### src/rtl/fpu_pkg.sv
// Shared definitions for fpu_mc: opcodes, default float format, FSM states and field helpers.
// The ITER state exists only when FPU_INVF_EN is defined.
package fpu_pkg;

  localparam logic [3:0] OP_INVF = 4'h1;
  localparam logic [3:0] OP_ADDF = 4'h2;
  localparam logic [3:0] OP_MULF = 4'h3;
  localparam logic [3:0] OP_F2I  = 4'hA;
  localparam logic [3:0] OP_I2F  = 4'hB;

  localparam int EXP_W_DEF = 8;
  localparam int MAN_W_DEF = 7;
  localparam int BIAS_DEF  = 2**(EXP_W_DEF-1) - 1;

`ifdef FPU_INVF_EN
  typedef enum logic [2:0] {S_IDLE, S_EXEC, S_ITER, S_NORM, S_DONE} state_t;
`else
  typedef enum logic [2:0] {S_IDLE, S_EXEC, S_NORM, S_DONE} state_t;
`endif

  // Words up to 64 bits; callers zero-extend and truncate the return.
  function automatic logic fld_sign(input logic [63:0] w, input int ew, input int mw);
    return w[ew+mw];
  endfunction

  function automatic logic [63:0] fld_exp(input logic [63:0] w, input int ew, input int mw);
    return (w >> mw) & ((64'd1 << ew) - 64'd1);
  endfunction

  function automatic logic [63:0] fld_man(input logic [63:0] w, input int mw);
    return w & ((64'd1 << mw) - 64'd1);
  endfunction

endpackage

### src/rtl/fpu_mc_lzc.sv
// Leading-zero counter; an all-zero input returns DATA_W.
module fpu_mc_lzc #(
  parameter int DATA_W = 16
) (
  input  logic [DATA_W-1:0]      value,
  output logic [$clog2(DATA_W):0] count
);
  localparam int LZW = $clog2(DATA_W) + 1;

  // Ascending scan: the highest set bit is the last one to write count.
  always_comb begin
    count = LZW'(DATA_W);
    for (int i = 0; i < DATA_W; i++) begin
      if (value[i]) count = LZW'(DATA_W - 1 - i);
    end
  end
endmodule

### src/rtl/fpu_mc.sv
// Multi-cycle float unit (i2f, f2i, addf, mulf, invf) with valid/ready handshakes, one op in flight.
// Define FPU_INVF_EN to build the restoring divider and ITER state used by invf.
module fpu_mc
  import fpu_pkg::*;
#(
  parameter int EXP_W = EXP_W_DEF,
  parameter int MAN_W = MAN_W_DEF,
  parameter int BIAS  = 2**(EXP_W-1) - 1
) (
  input  logic                 clk,
  input  logic                 reset_n,
  input  logic                 in_valid,
  output logic                 in_ready,
  input  logic [3:0]           op,
  input  logic [EXP_W+MAN_W:0] in1,
  input  logic [EXP_W+MAN_W:0] in2,
  output logic                 out_valid,
  input  logic                 out_ready,
  output logic [EXP_W+MAN_W:0] result,
  output logic                 err
);
  localparam int W   = 1 + EXP_W + MAN_W;
  localparam int MW  = MAN_W + 1;
  localparam int PW  = 2 * MW;
  localparam int XW  = EXP_W + 4;
  localparam int LZW = $clog2(W) + 1;
  localparam logic signed [XW-1:0] ONE_X  = XW'(1);
  localparam logic signed [XW-1:0] BIAS_X = XW'(BIAS);
  localparam logic signed [XW-1:0] LIM_X  = XW'(BIAS + W - 1);
  localparam logic signed [XW-1:0] EMAX_X = XW'(2**EXP_W - 1);
  localparam logic signed [XW-1:0] W_X    = XW'(W);
  localparam logic [W-1:0] SAT_POS = {1'b0, {(W-1){1'b1}}};
  localparam logic [W-1:0] SAT_NEG = {1'b1, {(W-1){1'b0}}};

  state_t state, state_nx;

  logic [3:0]   op_p0;
  logic [W-1:0] a_p0, b_p0;

  logic                 sa, sb, za, zb;
  logic [EXP_W-1:0]     ea, eb;
  logic [MAN_W-1:0]     fa, fb;
  logic [MW-1:0]        ma, mb;
  logic signed [XW-1:0] ea_s, eb_s;
  logic [W-1:0]         ga, gb;

  assign sa   = fld_sign(64'(a_p0), EXP_W, MAN_W);
  assign sb   = fld_sign(64'(b_p0), EXP_W, MAN_W);
  assign ea   = EXP_W'(fld_exp(64'(a_p0), EXP_W, MAN_W));
  assign eb   = EXP_W'(fld_exp(64'(b_p0), EXP_W, MAN_W));
  assign fa   = MAN_W'(fld_man(64'(a_p0), MAN_W));
  assign fb   = MAN_W'(fld_man(64'(b_p0), MAN_W));
  assign za   = (ea == '0);
  assign zb   = (eb == '0);
  assign ma   = za ? '0 : {1'b1, fa};
  assign mb   = zb ? '0 : {1'b1, fb};
  assign ea_s = $signed(XW'(ea));
  assign eb_s = $signed(XW'(eb));
  // Hidden bit sits at W-2 so an addf carry lands in the top bit.
  assign ga   = W'(ma) << (W - 1 - MW);
  assign gb   = W'(mb) << (W - 1 - MW);

  assign in_ready = (state == S_IDLE);

  // ---- EXEC: raw magnitude/exponent, leading 1 expected near bit W-1 ----
  logic                   sign_x, byp_x, berr_x, a_big, s_hi, s_lo;
  logic signed [XW-1:0]   exp_x, sh, e_hi, d;
  logic [W-1:0]           mag_x, bval_x, ival, g_hi, g_lo, g_al;
  logic [W+MAN_W-1:0]     wide;
  logic [PW-1:0]          prod;
  logic [PW+W-1:0]        pwide;

  always_comb begin
    sign_x = 1'b0;
    exp_x  = '0;
    mag_x  = '0;
    byp_x  = 1'b1;
    bval_x = a_p0;
    berr_x = 1'b1;
    sh     = ea_s - BIAS_X;
    wide   = {{(W-1){1'b0}}, ma} << sh;
    ival   = W'(wide >> MAN_W);
    a_big  = (ea_s >= eb_s);
    e_hi   = a_big ? ea_s : eb_s;
    d      = a_big ? ea_s - eb_s : eb_s - ea_s;
    g_hi   = a_big ? ga : gb;
    g_lo   = a_big ? gb : ga;
    s_hi   = a_big ? sa : sb;
    s_lo   = a_big ? sb : sa;
    g_al   = (d >= W_X) ? '0 : g_lo >> d;
    prod   = PW'(ma) * PW'(mb);
    pwide  = {prod, {W{1'b0}}};
    case (op_p0)
      OP_I2F: begin
        byp_x  = 1'b0;
        sign_x = a_p0[W-1];
        mag_x  = a_p0[W-1] ? -a_p0 : a_p0;
        exp_x  = LIM_X;
      end
      OP_F2I: begin
        berr_x = 1'b0;
        if (za || ea_s < BIAS_X) begin
          bval_x = '0;
        end else if (ea_s >= LIM_X) begin
          bval_x = sa ? SAT_NEG : SAT_POS;
          berr_x = 1'b1;
        end else begin
          bval_x = sa ? -ival : ival;
        end
      end
      OP_ADDF: begin
        byp_x = 1'b0;
        exp_x = e_hi + ONE_X;
        if (s_hi == s_lo) begin
          mag_x  = g_hi + g_al;
          sign_x = s_hi;
        end else if (g_hi >= g_al) begin
          mag_x  = g_hi - g_al;
          sign_x = s_hi;
        end else begin
          mag_x  = g_al - g_hi;
          sign_x = s_lo;
        end
      end
      OP_MULF: begin
        byp_x  = 1'b0;
        sign_x = sa ^ sb;
        exp_x  = ea_s + eb_s - BIAS_X + ONE_X;
        mag_x  = (za || zb) ? '0 : W'(pwide >> PW);
      end
`ifdef FPU_INVF_EN
      OP_INVF: begin
        if (za) begin
          bval_x = {sa, {(W-1){1'b1}}};
        end else begin
          byp_x  = 1'b0;
          sign_x = sa;
          exp_x  = BIAS_X + BIAS_X - ea_s;
        end
      end
`endif
      default: ;
    endcase
  end

  logic                 sign_p1, byp_p1, berr_p1;
  logic signed [XW-1:0] exp_p1;
  logic [W-1:0]         mag_p1, bval_p1;

`ifdef FPU_INVF_EN
  localparam int QW = MAN_W + 2;
  localparam int CW = $clog2(QW + 1);
  logic [QW-1:0] rem_p1, q_p1, rem_sub, q_nx;
  logic [MW-1:0] dv_p1;
  logic [CW-1:0] cnt_p1;
  logic          ge;

  // ---- ITER: one restoring-division quotient bit of 1.0/(1.man) per cycle ----
  always_comb begin
    ge      = (rem_p1 >= QW'(dv_p1));
    rem_sub = ge ? rem_p1 - QW'(dv_p1) : rem_p1;
    q_nx    = (q_p1 << 1) | QW'(ge);
  end
`endif

  always_ff @(posedge clk) begin
    if (in_ready && in_valid) begin
      op_p0 <= op;
      a_p0  <= in1;
      b_p0  <= in2;
    end
    if (state == S_EXEC) begin
      sign_p1 <= sign_x;
      exp_p1  <= exp_x;
      mag_p1  <= mag_x;
      byp_p1  <= byp_x;
      bval_p1 <= bval_x;
      berr_p1 <= berr_x;
`ifdef FPU_INVF_EN
      rem_p1  <= QW'(1) << MAN_W;
      dv_p1   <= ma;
      q_p1    <= '0;
      cnt_p1  <= '0;
`endif
    end
`ifdef FPU_INVF_EN
    else if (state == S_ITER) begin
      rem_p1 <= rem_sub << 1;
      q_p1   <= q_nx;
      cnt_p1 <= cnt_p1 + CW'(1);
      mag_p1 <= W'(q_nx) << (W - QW);
    end
`endif
  end

  // ---- NORM: left-justify, range-check and pack ----
  logic [LZW-1:0]       lz;
  logic [W-1:0]         shifted, res_n;
  logic signed [XW-1:0] en;
  logic                 err_n;

  fpu_mc_lzc #(.DATA_W(W)) u_lzc (
    .value (mag_p1),
    .count (lz)
  );

  always_comb begin
    shifted = mag_p1 << lz;
    en      = exp_p1 - $signed({{(XW-LZW){1'b0}}, lz});
    res_n   = '0;
    err_n   = 1'b0;
    if (byp_p1) begin
      res_n = bval_p1;
      err_n = berr_p1;
    end else if (mag_p1 == '0) begin
      res_n = '0;
    end else if (en > EMAX_X) begin
      res_n = {sign_p1, {(W-1){1'b1}}};
      err_n = 1'b1;
    end else if (en >= ONE_X) begin
      res_n = {sign_p1, EXP_W'(en), MAN_W'(shifted >> (W - 1 - MAN_W))};
    end
  end

  always_comb begin
    state_nx = state;
    case (state)
      S_IDLE: if (in_valid) state_nx = S_EXEC;
      S_EXEC: begin
        state_nx = S_NORM;
`ifdef FPU_INVF_EN
        if (op_p0 == OP_INVF) state_nx = S_ITER;
`endif
      end
`ifdef FPU_INVF_EN
      S_ITER: if (cnt_p1 == CW'(QW - 1)) state_nx = S_NORM;
`endif
      S_NORM: state_nx = S_DONE;
      S_DONE: if (out_ready) state_nx = S_IDLE;
      default: state_nx = S_IDLE;
    endcase
  end

  always_ff @(posedge clk) begin
    if (!reset_n) begin
      state     <= S_IDLE;
      out_valid <= 1'b0;
      result    <= '0;
      err       <= 1'b0;
    end else begin
      state <= state_nx;
      if (state == S_NORM) begin
        out_valid <= 1'b1;
        result    <= res_n;
        err       <= err_n;
      end else if (state == S_DONE && out_ready) begin
        out_valid <= 1'b0;
      end
    end
  end
endmodule

### config.mk
export PLATFORM = sky130hd
export DESIGN_NAME = fpu_mc
export DESIGN_NICKNAME = d
export VERILOG_FILES = /design/src/rtl/fpu_pkg.sv /design/src/rtl/fpu_mc_lzc.sv /design/src/rtl/fpu_mc.sv
export SDC_FILE = /design/constraint.sdc
export NUM_CORES = 1
export LEC_CHECK = 0
export ABC_CLOCK_PERIOD_IN_PS = 5990
export BUFFER_PORTS_ARGS = -buffer_cell sky130_fd_sc_hd__buf_4
export CAP_MARGIN = 5
export CORE_UTILIZATION = 58
export DETAILED_ROUTE_END_ITERATION = 10
export GPL_ROUTABILITY_DRIVEN = 0
export PLACE_DENSITY_LB_ADDON = 0.3
export SLEW_MARGIN = 10
export SYNTH_ARGS = -nofsm -noshare
export SYNTH_HDL_FRONTEND = slang
export SYNTH_SLANG_ARGS = --single-unit
export TNS_END_PERCENT = 10
### constraint.sdc
create_clock -name clk -period 5.99 [get_ports clk]
set_clock_uncertainty 0.15 [all_clocks]
set_input_delay 0.599 -clock clk [delete_from_list [all_inputs] [get_ports clk]]
set_output_delay 0.599 -clock clk [all_outputs]
set_load 0.02 [all_outputs]
==> flow_summary.json, run 1 <==
{
  "status": "complete, no violations",
  "reg2reg_slack_ns": 0.14,
  "cts.sinks": 102,
  "relSlewSlack": 0.300,
  "p_leak_uw": 0.00640,
  "tightest_slew_ns": 1.05,
  "start_kind": "flip-flop",
  "gr-usage-all-layers": 0.342,
  "synthCells": 1556,
  "antenna_found_initial": 0,
  "routedWlPerCell_um": 20.1,
  "drc": 0,
  "synth-seq-cells": 102,
  "cp.required_ns": 5.95,
  "period_needed_ns": 5.85,
  "drive_above_1_share": 0.176,
  "final_hold_viol_count": 0,
  "cts_buffer_depth": 2,
  "overflow": 0,
  "row_count": 53,
  "clk_latency_ns": 0.38,
  "drt_pass1_iterations": 7,
  "postCtsHoldBufs": 0,
  "grt_max_degree": 47,
  "cts_max_level": 3,
  "final.setup.worst_slack_ns": 0.141,
  "synth_area_leaders": "edfxtp_1, ha_1, fa_1",
  "busiest_layer": "met2",
  "fin_area_um2": 14500,
  "dr.first_iter.drc_count": 1503,
  "ff_latch_area_um2": 2860,
  "yosysSeqAreaShare": 0.224,
  "area_delta_synth_final_pct": 13.7,
  "cts_buffers": 9,
  "io_buffer_count": 58,
  "core_um2": 21300,
  "dieHeight_um": 150,
  "r2r_end": "mag_p1[14]",
  "switching_share": 0.519,
  "async_flop_share": 0,
  "synth-main-ff-cell": "edfxtp_1",
  "drv_cap": 0,
  "hp-class": "in -> reg",
  "place_ws_ns": -0.00692,
  "grt_pass1_vias": 11600,
  "vias": 12400,
  "netlist_area_um2": 12800,
  "r2r-start": "a_p0[7]",
  "cts_tree": "yes",
  "die_x_um": 150,
  "synth_top_area_frac": 0.193,
  "routed_via_density": 6.47,
  "start_util": 0.600,
  "multi_input_area_um2": 9160,
  "synth_edf_count": 82,
  "slew_violations": 0,
  "reg2reg_depth": 25,
  "pin_count": 59,
  "grt_pass1_wl_um": 59600,
  "synth_largest_area_cell": "edfxtp_1",
  "power.share.clock": 0.065,
  "synth.avg_cell_area_um2": 8.20,
  "path_buf_inv": 4,
  "peakVddDrop_mv": 0.458,
  "cellPowerDensity_nw_per_um2": 670,
  "dpl_cell_area_um2": 13900,
  "fmax_mhz": 171,
  "final_nets": 1833,
  "whs_endpoint": "a_p0[9]",
  "critPathTopFamily": "compound AO/OA/AOI/OAI gates",
  "synth.distinct_cells": 84,
  "hold_depth": 1,
  "cp_slowest_stage_delay_ns": 0.45,
  "root_buffer": "clkbuf_16",
  "clk_pin_slew_worst_paths_ns": 0.09,
  "timing.hold.ws_ns": 0.241,
  "cp_max_fo": 6,
  "synth_warnings": 0,
  "p_int_uw": 4680,
  "endpoint_kind": "flip-flop",
  "combPwrFrac": 0.798,
  "dieArea_um2": 22600,
  "grtUsageMet1": 0.441,
  "postSynthNetCount": 1746,
  "crit_type": "reg -> reg",
  "hpwl_um": 29800,
  "final_antenna_net_count": 0,
  "cp_slowest_cell": "edfxtp_1",
  "worstPathArrival_ns": 5.81,
  "diodes": 0,
  "routed_wl_um": 38700,
  "met3_usage": 0.0809,
  "fillerInstances": 1727,
  "p_sw_uw": 5040,
  "hold_path.startpoint": "in1[9]",
  "yosysMostFrequentCell": "inv_1",
  "setup_viol": 0,
  "post-route-period-util": 0.977,
  "met2_usage": 0.536,
  "synth_common_cells": "inv_1, nand2_1, a21oi_1",
  "p_seq_frac": 0.137
}
kinds of logic after synthesis:
group,after synthesis,share of synthesized area
adders and majority gates,150,0.172
DFF,102,0.224
muxes,63,0.0571
xor gates and xnor gates,83,0.0569
and+or+nand+nor,463,0.180
AOI/OAI and AO/OA,449,0.234
buffers and inverters,246,0.0756
worst max path at each step:
stage	start	endpoint	slack, ns	depth (start not counted)
floorplan	a_p0[8]	mag_p1[15]	0.01	27
global placement	a_p0[7]	mag_p1[14]	0.14	22
detailed placement	a_p0[7]	mag_p1[14]	-0.007	22
CTS	a_p0[7]	mag_p1[15]	0.02	24
global route	a_p0[7]	mag_p1[12]	-0.08	23
finish	a_p0[7]	mag_p1[14]	0.14	25
worst register-to-register path, cell delays in order, from the launching register on:
cell and delay, ns:
edfxtp_1 0.45, inv_8 0.07, buf_4 0.14, buf_4 0.12
ha_1 0.29, a21boi_0 0.12, o211ai_1 0.29, nand3_1 0.23
buf_4 0.22, o311a_1 0.37, nand3_1 0.15, nand4_1 0.15
or3_4 0.45, ha_1 0.20, a21o_1 0.21, a21oi_2 0.14
o21ai_0 0.09, nand2_1 0.07, nand2_1 0.05, a21o_1 0.17
a21o_1 0.18, a311o_2 0.44, a211o_1 0.29, a31o_2 0.26
xnor2_2 0.23, o21ai_1 0.08
power groups by stage:
stage / Clock, uW / Sequential [uW] / Combinational [uW]
6_report: 632 / 1330 / 7760
3_3_place_gp: 0 / 1320 / 6880
3_5_place_dp: 0 / 1340 / 7090
2_1_floorplan: 0 / 1290 / 5270
4_1_cts: 633 / 1320 / 7150
5_1_grt: 651 / 1360 / 8470
state kept, by name (all words and copies together), names as in the netlist:
signal,flops
a_p0,16
b_p0,16
berr_p1,1
bval_p1,16
byp_p1,1
err,1
exp_p1,11
mag_p1,16
op_p0,4
out_valid,1
result,16
sign_p1,1
state,2
metrics by stage:
step                      TNS [ns]  cells  total power [uW]  utilization
after floorplan                  0   1556              6560            -
after detailed placement   -0.0115   1886              8420        0.652
after global placement           0   1886              8200        0.652
after global routing        -0.191   1923             10500        0.682
after CTS                        0   1903              9100        0.667
final                            0   1923              9730        0.682
final cells by class:
class / instances / share of cell area
multi-input cells: 1208 / 0.631
flip-flops and latches: 102 / 0.197
repair buffers: 163 / 0.0844
inverters: 159 / 0.0420
well taps: 275 / 0.0237
clock buffers: 9 / 0.0155
clock inverters: 7 / 0.00560
metal layers:
metal,part of all wire,vias to the layer above
met4,0.053,0
met3,0.12,165
met2,0.44,762
li1,-,5749
met1,0.39,5769
met5,0,-
what timing repair did:
item,in CTS,in global routing
setup endpoints to repair,2,11
setup buffers,1,19
cloned,0,1
pin swaps,0,24
resized for setup,0,42
cells in the final DEF, fill, tap and decap left out, types with 7 or more instances in the layout:
cell type	n
fa_1	39
inv_1	153
o21bai_1	20
buf_4	161
clkbuf_16	9
o21ai_1	10
o311ai_0	7
a21oi_1	113
o31ai_1	12
xor2_1	28
o221ai_1	12
o22ai_1	12
mux2i_1	37
a21oi_2	10
ha_1	102
o21a_1	11
a31oi_1	13
a31o_2	8
o21ai_0	74
edfxtp_1	82
dfxtp_1	20
a211oi_1	19
nor3_1	31
and2_1	22
and3_1	20
a21o_1	37
nor4_1	14
or3_1	14
nor2b_1	15
nand3_1	26
or2_2	13
mux2_2	19
nand4_1	10
o211ai_1	18
xnor2_1	53
nor2_1	117
nand2b_1	14
o211a_1	7
nand2_1	124
(Power assumes the default switching activity.)
==> run 2, diff against run 1 <==
Settings changed: CORE_UTILIZATION 58 to 43.
==> run 2 against run 1 <==
Utilization shrank 17 points. Critical endpoint is now mag_p1[13]. Clock power is essentially flat. Wire length grew 2.4%. Count of clock-buffer cells in the layout grew 3.
==> flow_summary.json, run 2 (synthesized netlist as in run 1, its figures left out) <==
{
  "finalPower_uw": 9810,
  "cts_max_level": 3,
  "reg2reg_slack_ns": 0.21,
  "fillerInstances": 2754,
  "drt_pass1_iterations": 6,
  "routed_via_density": 5.94,
  "worstPathArrival_ns": 5.72,
  "final_hold_viol_count": 0,
  "timing.hold.ws_ns": 0.246,
  "reg2reg_depth": 22,
  "relSlewSlack": 0.272,
  "post-route-period-util": 0.965,
  "hpwl_um": 30700,
  "grt_pass1_vias": 11200,
  "die_x_um": 174,
  "place_ws_ns": -0.241,
  "row_count": 62,
  "antenna_found_initial": 0,
  "cp_max_fo": 8,
  "drive_above_1_share": 0.188,
  "diodes": 0,
  "crit_type": "reg -> reg",
  "drc": 0,
  "hold_depth": 1,
  "grt_max_degree": 47,
  "endpoint_kind": "flip-flop",
  "cts_buffers": 9,
  "setup_tns_ns": 0,
  "hp-class": "in -> reg",
  "pin_count": 59,
  "cp.required_ns": 5.93,
  "start_kind": "flip-flop",
  "tightest_slew_ns": 1.09,
  "final.setup.worst_slack_ns": 0.210,
  "io_buffer_count": 58,
  "cellPowerDensity_nw_per_um2": 661,
  "root_buffer": "clkbuf_16",
  "gr-usage-all-layers": 0.256,
  "final_common_cell": "buf_4",
  "clk_pin_slew_worst_paths_ns": 0.09,
  "final_antenna_net_count": 0,
  "status": "complete, no violations",
  "final_util": 0.513,
  "start_util": 0.441,
  "routedWlPerCell_um": 19.4,
  "drv_cap": 0,
  "routed_wl_um": 39600,
  "peakVddDrop_mv": 0.424,
  "cts.sinks": 102,
  "slew_violations": 0,
  "overflow": 0,
  "vias": 12100,
  "setup_viol": 0,
  "period_needed_ns": 5.78,
  "dr.first_iter.drc_count": 1680,
  "core_um2": 28900,
  "cts_buffer_depth": 2,
  "grt_pass1_wl_um": 61600,
  "dieArea_um2": 30400,
  "cts_tree": "yes",
  "p_leak_uw": 0.00645,
  "fmax_mhz": 173,
  "dieHeight_um": 174,
  "most-common-layout-cells": "buf_4, inv_1, nand2_1, nor2_1, a21oi_1",
  "final_nets": 1839,
  "clk_latency_ns": 0.37,
  "area_delta_synth_final_pct": 16.3
}
## run 2: changes by cell type in the layout (fill, tap and decap cells not counted), sizes merged
cell	previous run	this run
buf	163	169
clkinvlp	0	1
inv	162	158
clkbuf	9	12
## run 2: stage by stage
step           cells  area [um^2]
2_1_floorplan   1556        12900
3_3_place_gp    2002        14100
3_5_place_dp    2002        14100
4_1_cts         2018        14400
5_1_grt         2038        14800
6_report        2038        14800
## run 2: final timing paths
path | start | to
max | b_p0[11] | mag_p1[13]
min | in2[3] | b_p0[3]
max reg2reg | b_p0[11] | mag_p1[13]
min reg2reg | result[4] | result[4]
## run 2: metal layers
| layer | routed length [um] | share of wire | track usage |
|---|---|---|---|
| met3 | 3290 | 0.083 | 0.0459 |
| met1 | 17400 | 0.44 | 0.358 |
| met4 | 1240 | 0.031 | 0.0830 |
| met2 | 17700 | 0.45 | 0.399 |
| met5 | 0 | 0 | 0 |
## run 2: layout make-up
class | instances | area [um^2] | share of cell area
well taps | 384 | 480 | 0.0324
flip-flops and latches | 102 | 2860 | 0.193
repair buffers | 169 | 1290 | 0.0868
clock inverters | 4 | 33.8 | 0.00228
clock buffers | 12 | 278 | 0.0187
multi-input cells | 1208 | 9290 | 0.626
inverters | 159 | 613 | 0.0413
## run 2: repair_timing
action,in CTS,in global routing
resized for setup,1,65
buffers inserted,0,20
endpoints found under the setup margin,5,16
hold buffers,0,0
gates cloned,0,0
pin swaps,0,34
## run 2: power by group
group          switching [uW]  internal [uW]
registers                 235           1090
logic                    4520           3330
clock network             294            337
total                    5050           4760
## run 2: worst max-delay path, cell delays in order (launching register included)
cell and delay, ns:
edfxtp_1 0.40, buf_4 0.19, ha_4 0.34, and3_1 0.24, o21ai_0 0.19, a221o_1 0.36, a211o_1 0.32, o22ai_1 0.16
buf_4 0.17, nand3_1 0.15, nor2_2 0.19, nand2_1 0.11, or3_4 0.44, ha_1 0.34, nand2_1 0.08, nand2_1 0.05
a21o_1 0.18, a21o_1 0.18, a311o_1 0.40, and2_0 0.27, a31oi_1 0.24, xnor2_1 0.21, o221ai_1 0.17
